File: src/rtl/muldiv_unit.sv
// Iterative radix-2 multiply/divide engine for MULT/MULTU/DIV/DIVU.
// Operands are captured as magnitudes, iterated WIDTH times, and sign-fixed into HI/LO.
module muldiv_unit #(
    parameter int unsigned WIDTH = 32
) (
    input  logic             clk,
    input  logic             reset,
    input  logic             start,
    input  logic [1:0]       op,
    input  logic [WIDTH-1:0] a,
    input  logic [WIDTH-1:0] b,
    output logic             busy,
    output logic             done,
    output logic             div_by_zero,
    output logic [WIDTH-1:0] hi,
    output logic [WIDTH-1:0] lo
);
    localparam int unsigned CW = $clog2(WIDTH) + 1;
    localparam int unsigned AW = 2 * WIDTH;

    typedef enum logic [1:0] {IDLE, RUN, FIX} state_t;

    state_t           r_state;
    state_t           w_next;
    logic [CW-1:0]    r_cnt;
    logic [AW-1:0]    r_acc;
    logic [WIDTH-1:0] r_opnd;
    logic             r_is_div;
    logic             r_zero;
    logic             r_neg_lo;
    logic             r_neg_hi;
    logic             r_busy;
    logic             r_done;
    logic             r_dbz;
    logic [WIDTH-1:0] r_hi;
    logic [WIDTH-1:0] r_lo;

    // Operand decode at capture: signed modes work on magnitudes
    logic             w_signed;
    logic             w_div;
    logic             w_a_neg;
    logic             w_b_neg;
    logic             w_b_zero;
    logic             w_last;
    logic [WIDTH-1:0] w_a_mag;
    logic [WIDTH-1:0] w_b_mag;

    assign w_signed = ~op[0];
    assign w_div    = op[1];
    assign w_a_neg  = w_signed & a[WIDTH-1];
    assign w_b_neg  = w_signed & b[WIDTH-1];
    assign w_a_mag  = w_a_neg ? -a : a;
    assign w_b_mag  = w_b_neg ? -b : b;
    assign w_b_zero = (b == '0);
    assign w_last   = (r_cnt == CW'(WIDTH));

    // Multiply step: add multiplicand into upper half when LSB set, then shift right
    logic [WIDTH:0]   w_addend;
    logic [WIDTH:0]   w_sum;
    assign w_addend = r_acc[0] ? {1'b0, r_opnd} : '0;
    assign w_sum    = {1'b0, r_acc[AW-1:WIDTH]} + w_addend;

    // Divide step: restoring shift-subtract, remainder in upper half, quotient shifts in below
    logic [WIDTH:0]   w_shift;
    logic [WIDTH:0]   w_diff;
    logic             w_q_ok;
    logic [AW-1:0]    w_step;
    assign w_shift = r_acc[AW-1:WIDTH-1];
    assign w_diff  = w_shift - {1'b0, r_opnd};
    assign w_q_ok  = ~w_diff[WIDTH];
    assign w_step  = r_is_div
                   ? {(w_q_ok ? w_diff[WIDTH-1:0] : w_shift[WIDTH-1:0]), r_acc[WIDTH-2:0], w_q_ok}
                   : {w_sum, r_acc[WIDTH-1:1]};

    // Sign correction applied on the way out of FIX
    logic [AW-1:0]    w_prod;
    logic [WIDTH-1:0] w_quo;
    logic [WIDTH-1:0] w_rem;
    logic [WIDTH-1:0] w_fix_hi;
    logic [WIDTH-1:0] w_fix_lo;
    assign w_prod   = r_neg_lo ? -r_acc : r_acc;
    assign w_quo    = r_neg_lo ? -r_acc[WIDTH-1:0] : r_acc[WIDTH-1:0];
    assign w_rem    = r_neg_hi ? -r_acc[AW-1:WIDTH] : r_acc[AW-1:WIDTH];
    assign w_fix_hi = r_is_div ? w_rem : w_prod[AW-1:WIDTH];
    assign w_fix_lo = r_is_div ? w_quo : w_prod[WIDTH-1:0];

    always_comb begin
        w_next = r_state;
        unique case (r_state)
            IDLE:    if (start) w_next = (w_div && w_b_zero) ? FIX : RUN;
            RUN:     if (w_last) w_next = FIX;
            FIX:     w_next = IDLE;
            default: w_next = IDLE;
        endcase
    end

    always_ff @(posedge clk or posedge reset) begin
        if (reset) begin
            r_state <= IDLE;
        end else begin
            r_state <= w_next;
        end
    end

    always_ff @(posedge clk or posedge reset) begin
        if (reset) begin
            r_cnt    <= '0;
            r_acc    <= '0;
            r_opnd   <= '0;
            r_is_div <= 1'b0;
            r_zero   <= 1'b0;
            r_neg_lo <= 1'b0;
            r_neg_hi <= 1'b0;
            r_busy   <= 1'b0;
            r_done   <= 1'b0;
            r_dbz    <= 1'b0;
            r_hi     <= '0;
            r_lo     <= '0;
        end else begin
            r_busy <= (w_next != IDLE);
            r_done <= 1'b0;
            unique case (r_state)
                IDLE: begin
                    if (start) begin
                        r_cnt    <= '0;
                        r_dbz    <= 1'b0;
                        r_acc    <= {{WIDTH{1'b0}}, w_a_mag};
                        r_opnd   <= w_b_mag;
                        r_is_div <= w_div;
                        r_zero   <= w_div && w_b_zero;
                        r_neg_lo <= w_a_neg ^ w_b_neg;
                        r_neg_hi <= w_a_neg;
                    end
                end
                RUN: begin
                    if (!w_last) begin
                        r_acc <= w_step;
                        r_cnt <= r_cnt + CW'(1);
                    end
                end
                FIX: begin
                    r_done <= 1'b1;
                    if (r_zero) begin
                        r_dbz <= 1'b1;
                    end else begin
                        r_hi <= w_fix_hi;
                        r_lo <= w_fix_lo;
                    end
                end
                default: ;
            endcase
        end
    end

    assign busy        = r_busy;
    assign done        = r_done;
    assign div_by_zero = r_dbz;
    assign hi          = r_hi;
    assign lo          = r_lo;
endmodule

File: config.mk
export PLATFORM = sky130hd
export DESIGN_NAME = muldiv_unit
export DESIGN_NICKNAME = d
export VERILOG_FILES = /design/src/rtl/muldiv_unit.sv
export SDC_FILE = /design/constraint.sdc
export NUM_CORES = 1
export LEC_CHECK = 0
export ABC_CLOCK_PERIOD_IN_PS = 6200
export CORE_ASPECT_RATIO = 0.5
export CORE_MARGIN = 5
export CORE_UTILIZATION = 30
export CTS_CLUSTER_SIZE = 10
export DETAILED_ROUTE_END_ITERATION = 12
export DONT_BUFFER_PORTS = 1
export HOLD_SLACK_MARGIN = 0.03
export PLACE_DENSITY_LB_ADDON = 0.3
export SETUP_SLACK_MARGIN = 0.02
export SYNTH_ARGS = -nofsm -noshare
export SYNTH_HDL_FRONTEND = slang
export SYNTH_SLANG_ARGS = --single-unit
File: constraint.sdc
create_clock -name clk -period 6.2 [get_ports clk]
set_input_delay 0.62 -clock clk [delete_from_list [all_inputs] [get_ports clk]]
set_output_delay 0.62 -clock clk [all_outputs]
set_load 0.1 [all_outputs]
==> metrics.txt, run 1 <==
H-tree depth reported by CTS=4; Worst EP required=6550 ps; Core ar.=0.0454 sq mm; Worst Skew=15.8 ps; Fmax achieved=243 MHz; fin crit period=4110 ps; CTS Hold Bufs=0; RSZ-0062 raised after global routing=false; register area share after synthesis=31.6%; clock buffer count from CTS=17; total number of vias=12063; Synth cell types=79; area leader, netlist=dfrtp_1; # IOs=136; post-CTS sizing=0; top-count cell post-synth=nand2_1; Area contributors post-synth=dfrtp_1 (32%), o21ai_0 (8.7%), nand2_1 (6.8%), xor2_1 (6.4%), ha_1 (6.3%); final WL=43700 um; P&R area growth vs syn=7.91%; min-delay worst type=input port to asynchronous set/reset pin; Yosys top cell area share=31.6%; Final Slew Violations=0; Vias/cell=5.26; Final Cycle Share=66.3%; RD Place Congestion=0.894; global-route wire length before repair=69000 um; CTS tree=yes; CP endpoint kind=register; ANT cells=0; CTS max path bufs=2; register area=0.00438 sq mm; WHS=109 ps; pin count of the biggest net entering global routing=111; mapped cell area=0.0139 sq mm; area of the multi-input gates=0.00888 sq mm; DRT Pass-1 Iters=6; clock slew at reported path FFs=70 ps; initial antenna violation count=1; DRT iter0 DRCs=901; Post-route DRC=0; Port Buffers=0; # rows=55; Async S/R FF share, synth=100%; GRT Residual Overflow=0; number of global-route vias before repair=11725; Setup Fix Bufs, Post-CTS=0; Die Wd=314 um; Setup Crit Path Kind=register to register; YS warnings=0; area of the die=0.0509 sq mm; Slew @ Worst Pin=1180 ps; Main synth FF type=dfrtp_1; CTS root buffer=clkbuf_16; filler instances=4808; crit path max fanout=26; die height=162 um; later-pin clock latency in the skew report=460 ps; Post-synth top cells=nand2_1 (252), o21ai_0 (241), dfrtp_1 (175); headroom to the max-slew limit=21.4%; share of layout cells above drive strength 1=5.31%; Mapped Nets=1888; Cells after Synth=1747; Syn Area/Cell=7.94 sq um; # setup viols final=0; met3 Use GR=4.07%; TritonCTS sink count=175; fin nets=1824; post-route ant nets=0; Post-synth EDFFs=0; met2 Use GR=28.7%; post-DR wirelength/cell=19.1 um; nature of the critical path startpoint=register; Final Hold Vio Count=0; Yosys reg bits=175; Initial Util=30.5%; Total GRT Usage=17.1%; GRT busiest layer=met2; HPWL after DPL=33500 um; grt met1 use=22.3%; setup TNS=0 ps; max-capacitance violation count=0; status=completed; R2R Setup Slk=2090 ps; CP arrival=4460 ps
-- path summary, 6_finish.rpt --
path	to	cells past startpoint	from
hold / removal	lo[3]	1	reset
setup reg to reg	r_acc[39]	13	r_acc[31]
setup / recovery	r_acc[39]	13	r_acc[31]
max in group asynchronous	r_acc[34]	2	reset
min in group clk	r_neg_lo	1	op[0]
hold reg to reg	r_opnd[27]	2	r_opnd[27]
-- worst max-delay path, cell delays in order (launching register included) --
cell and delay, ps:
dfrtp_1 390, inv_1 110, ha_1 240, fa_1 420
nand2b_1 190, a21oi_1 270, o21ai_0 300, a211oi_1 440
o31ai_2 160, xor2_4 620, buf_4 380, mux2i_1 220
a21oi_1 80, a21o_1 160
-- cells by family after synthesis --
logic type	Yosys count	synth area share [%]
AND/OR/NAND/NOR	563	18.9
AO/OA/AOI/OAI	558	24.1
XOR/XNOR	176	11.1
flip-flops	175	31.6
buffers and inverters	161	4.65
adder cells (fa/ha/maj)	72	6.60
multiplexers	42	3.06
-- registers in the layout, summed over array words and instances (netlist names) --
name and cells:
busy 1, div_by_zero 1, done 1, hi 32, lo 32, r_acc 64, r_cnt 6, r_is_div 1
r_neg_hi 1, r_neg_lo 1, r_opnd 32, r_state 2, r_zero 1
-- per-layer routing --
layer	share of wire [%]	wire length, um
met2	47	20700
met5	0.030	13
met3	5.0	2190
met4	1.8	800
met1	46	20000
-- layout make-up --
type / count / share of cell area (%)
Sequential cell: 175 / 29.3
Inverter: 62 / 1.59
Clock buffer: 18 / 2.93
Timing Repair Buffer: 16 / 0.803
Tap cell: 598 / 5.00
Multi-Input combinational cell: 1411 / 59.4
Clock inverter: 13 / 1.05
-- through the flow --
step                utilization (%)  worst slack (ps)  cells  instance area [sq um]
floorplan                         -               835   1747                  13900
global placement               31.6              2200   2262                  14400
detailed placement             31.6              2110   2262                  14400
CTS                            33.0              2090   2293                  15000
global route                   33.0              1810   2293                  15000
finish                         33.0              2090   2293                  15000
-- placed cells by master, fill, tap and decap left out, types with 18 or more instances in the layout --
cell and instances:
a21o_1 30, a21oi_1 133, dfrtp_1 174, ha_1 70, inv_1 60, mux2i_1 39
nand2_1 251, nand2b_1 18, nand3_1 19, nor2_1 142, nor3_1 26, o21ai_0 241
o31ai_1 22, xnor2_1 75, xor2_1 100
Power of run 1 is left out: the tool's default activity adds up to more than one toggle a clock period on the data nets, which glitch-free logic cannot reach.
==> run 2: changes to the inputs <==
--- a/config.mk
+++ b/config.mk
@@ -5,7 +5,7 @@
 export SDC_FILE = /design/constraint.sdc
 export NUM_CORES = 1
 export LEC_CHECK = 0
-export ABC_CLOCK_PERIOD_IN_PS = 6200
+export ABC_CLOCK_PERIOD_IN_PS = 3600
 export CORE_ASPECT_RATIO = 0.5
 export CORE_MARGIN = 5
 export CORE_UTILIZATION = 30
==> constraint.sdc (replaced) <==
create_clock -name clk -period 3.6 [get_ports clk]
set_input_delay 0.36 -clock clk [delete_from_list [all_inputs] [get_ports clk]]
set_output_delay 0.36 -clock clk [all_outputs]
set_load 0.1 [all_outputs]
==> run 2 against run 1 <==
Clock skew rose by 7.7 ps. Critical path depth is the same. Routed wire length increased by 4.3%. Largest cell class unchanged.
==> metrics.txt, run 2 (synthesis results as in run 1) <==
final WL=45500 um (was 43700 um); Post-route DRC=0 (unchanged); fin nets=1915 (was 1824); DRT Pass-1 Iters=7 (was 6); TritonCTS sink count=175 (unchanged); fin crit period=3340 ps (was 4110 ps); Final Cycle Share=92.8% (was 66.3%); RR Endpoint=r_acc[58] (was r_acc[39]); share of layout cells above drive strength 1=9.97% (was 5.31%); fin worst setup slack=260 ps (was 2090 ps); post-route ant nets=0 (unchanged); RSZ-0062 raised after global routing=false (unchanged); HPWL after DPL=35200 um (was 33500 um); CP endpoint kind=register (unchanged); Setup Crit Path Kind=register to register (unchanged); CTS tree=yes (unchanged); DRT iter0 DRCs=944 (was 901); # IOs=136 (unchanged); Hold Path Cell Cnt=2; nature of the critical path startpoint=register (unchanged); CTS max path bufs=2 (unchanged); status=completed (unchanged); crit path max fanout=3 (was 26); Port Buffers=0 (unchanged); # setup viols final=0 (unchanged); worst-case reg-to-reg path depth=13 (unchanged); filler instances=4774 (was 4808); CP arrival=3730 ps (was 4460 ps); Hold Crit Start=b[31]; commonest non-fill, non-tap cell in the layout=nand2_1 (unchanged); global-route wire length before repair=70600 um (was 69000 um); # rows=55 (unchanged); clock slew at reported path FFs=80 ps (was 70 ps); max reg flops=64 (unchanged); area of the die=0.0509 sq mm (unchanged); R2R Setup Slk=260 ps (was 2090 ps); Core ar.=0.0454 sq mm (unchanged); most frequent cells in the layout=nand2_1 (251), o21ai_0 (240), dfrtp_1 (174) (was nand2_1 (251), o21ai_0 (241), dfrtp_1 (174)); clock buffer count from CTS=17 (unchanged); number of global-route vias before repair=12042 (was 11725); Final Hold Vio Count=0 (unchanged); max-capacitance violation count=0 (unchanged); Die Wd=314 um (unchanged); Vias/cell=5.23 (was 5.26); largest register by flop count=r_acc (unchanged); headroom to the max-slew limit=22.9% (was 21.4%); Slew @ Worst Pin=1150 ps (was 1180 ps); GRT Residual Overflow=0 (unchanged); Total GRT Usage=17.7% (was 17.1%); Hold Crit Endpoint=r_opnd[31]; RD Place Congestion=0.907 (was 0.894); r2r startpoint=r_acc[31] (unchanged); WHS=40.3 ps (was 109 ps); H-tree depth reported by CTS=4 (unchanged); die height=162 um (unchanged); Fmax achieved=299 MHz (was 243 MHz); Initial Util=30.5% (unchanged); ANT cells=0 (unchanged); setup TNS=0 ps (unchanged); post-DR wirelength/cell=19.1 um (about the same); initial antenna violation count=0 (was 1); Worst EP required=3990 ps (was 6550 ps); P&R area growth vs syn=13.1% (was 7.91%); min-delay worst type=input port to register (was input port to asynchronous set/reset pin); later-pin clock latency in the skew report=470 ps (was 460 ps); total number of vias=12460 (was 12063); Final Slew Violations=0 (unchanged); Place WS=117 ps (was 2110 ps); pin count of the biggest net entering global routing=83 (was 111); Worst Skew=23.5 ps (was 15.8 ps); CTS root buffer=clkbuf_16 (unchanged)
## run 2: cell count changes in the layout (fill, tap and decap cells not counted), moves of 2 or more
| cell | previous run | this run |
|---|---|---|
| a2111oi_1 | 1 | 3 |
| clkinv_4 | 5 | 3 |
| dlygate4sd3_1 | 0 | 3 |
| bufinv_16 | 2 | 0 |
| buf_12 | 0 | 4 |
| inv_8 | 1 | 5 |
| buf_4 | 16 | 100 |
| a2111oi_0 | 3 | 1 |
## run 2: repair_timing
item / CTS / global route
endpoints found under the setup margin: 0 / 28
setup buffers: 0 / 4
hold buffers: 3 / 0
gates resized for setup: 0 / 4
endpoints found under the hold margin: 22 / 0
## run 2: critical path, cell delays in order (launching register included)
cell and delay [ps]:
dfrtp_1 350, inv_1 80, ha_1 240, fa_1 420, nand2b_1 190, a21oi_1 200, o21ai_1 160, buf_4 170
o211ai_1 270, o2111ai_1 220, mux2_2 320, a2111oi_1 440, a21oi_1 70, o21ai_0 150
## run 2: cell type report
cell class / count / area (sq um) / area share [%]
multi-input cells: 1411 / 8890 / 56.7
flip-flops and latches: 175 / 4380 / 27.9
repair buffers: 107 / 861 / 5.49
well taps: 598 / 748 / 4.77
clock buffers: 17 / 425 / 2.71
inverters: 62 / 236 / 1.51
clock inverters: 14 / 139 / 0.885
## run 2: worst max-delay path by stage
stage	startpoint	endpoint	slack, ps	depth (start not counted)
6_report	r_acc[31]	r_acc[58]	260	13
5_1_grt	r_acc[31]	r_acc[58]	20	13
4_1_cts	r_acc[31]	r_acc[47]	80	13
3_5_place_dp	r_acc[31]	r_acc[49]	120	13
3_3_place_gp	r_acc[31]	r_acc[47]	180	13
2_1_floorplan	r_acc[31]	r_acc[50]	560	13
## run 2: metrics by stage
stage / area (sq um) / utilization, % / cells
final: 15700 / 34.5 / 2384
after global routing: 15700 / 34.5 / 2384
after CTS: 15600 / 34.4 / 2380
after detailed placement: 15000 / 33.1 / 2346
after global placement: 15000 / 33.1 / 2346
after floorplan: 13900 / - / 1747
## run 2: layer usage
metal / share of wire (%) / GRT usage [%]
met3: 6.4 / 4.49
met2: 48 / 30.3
met1: 44 / 22.4
met4: 1.9 / 4.66
met5: 0 / 0
Power of run 2 is left out for the same reason.
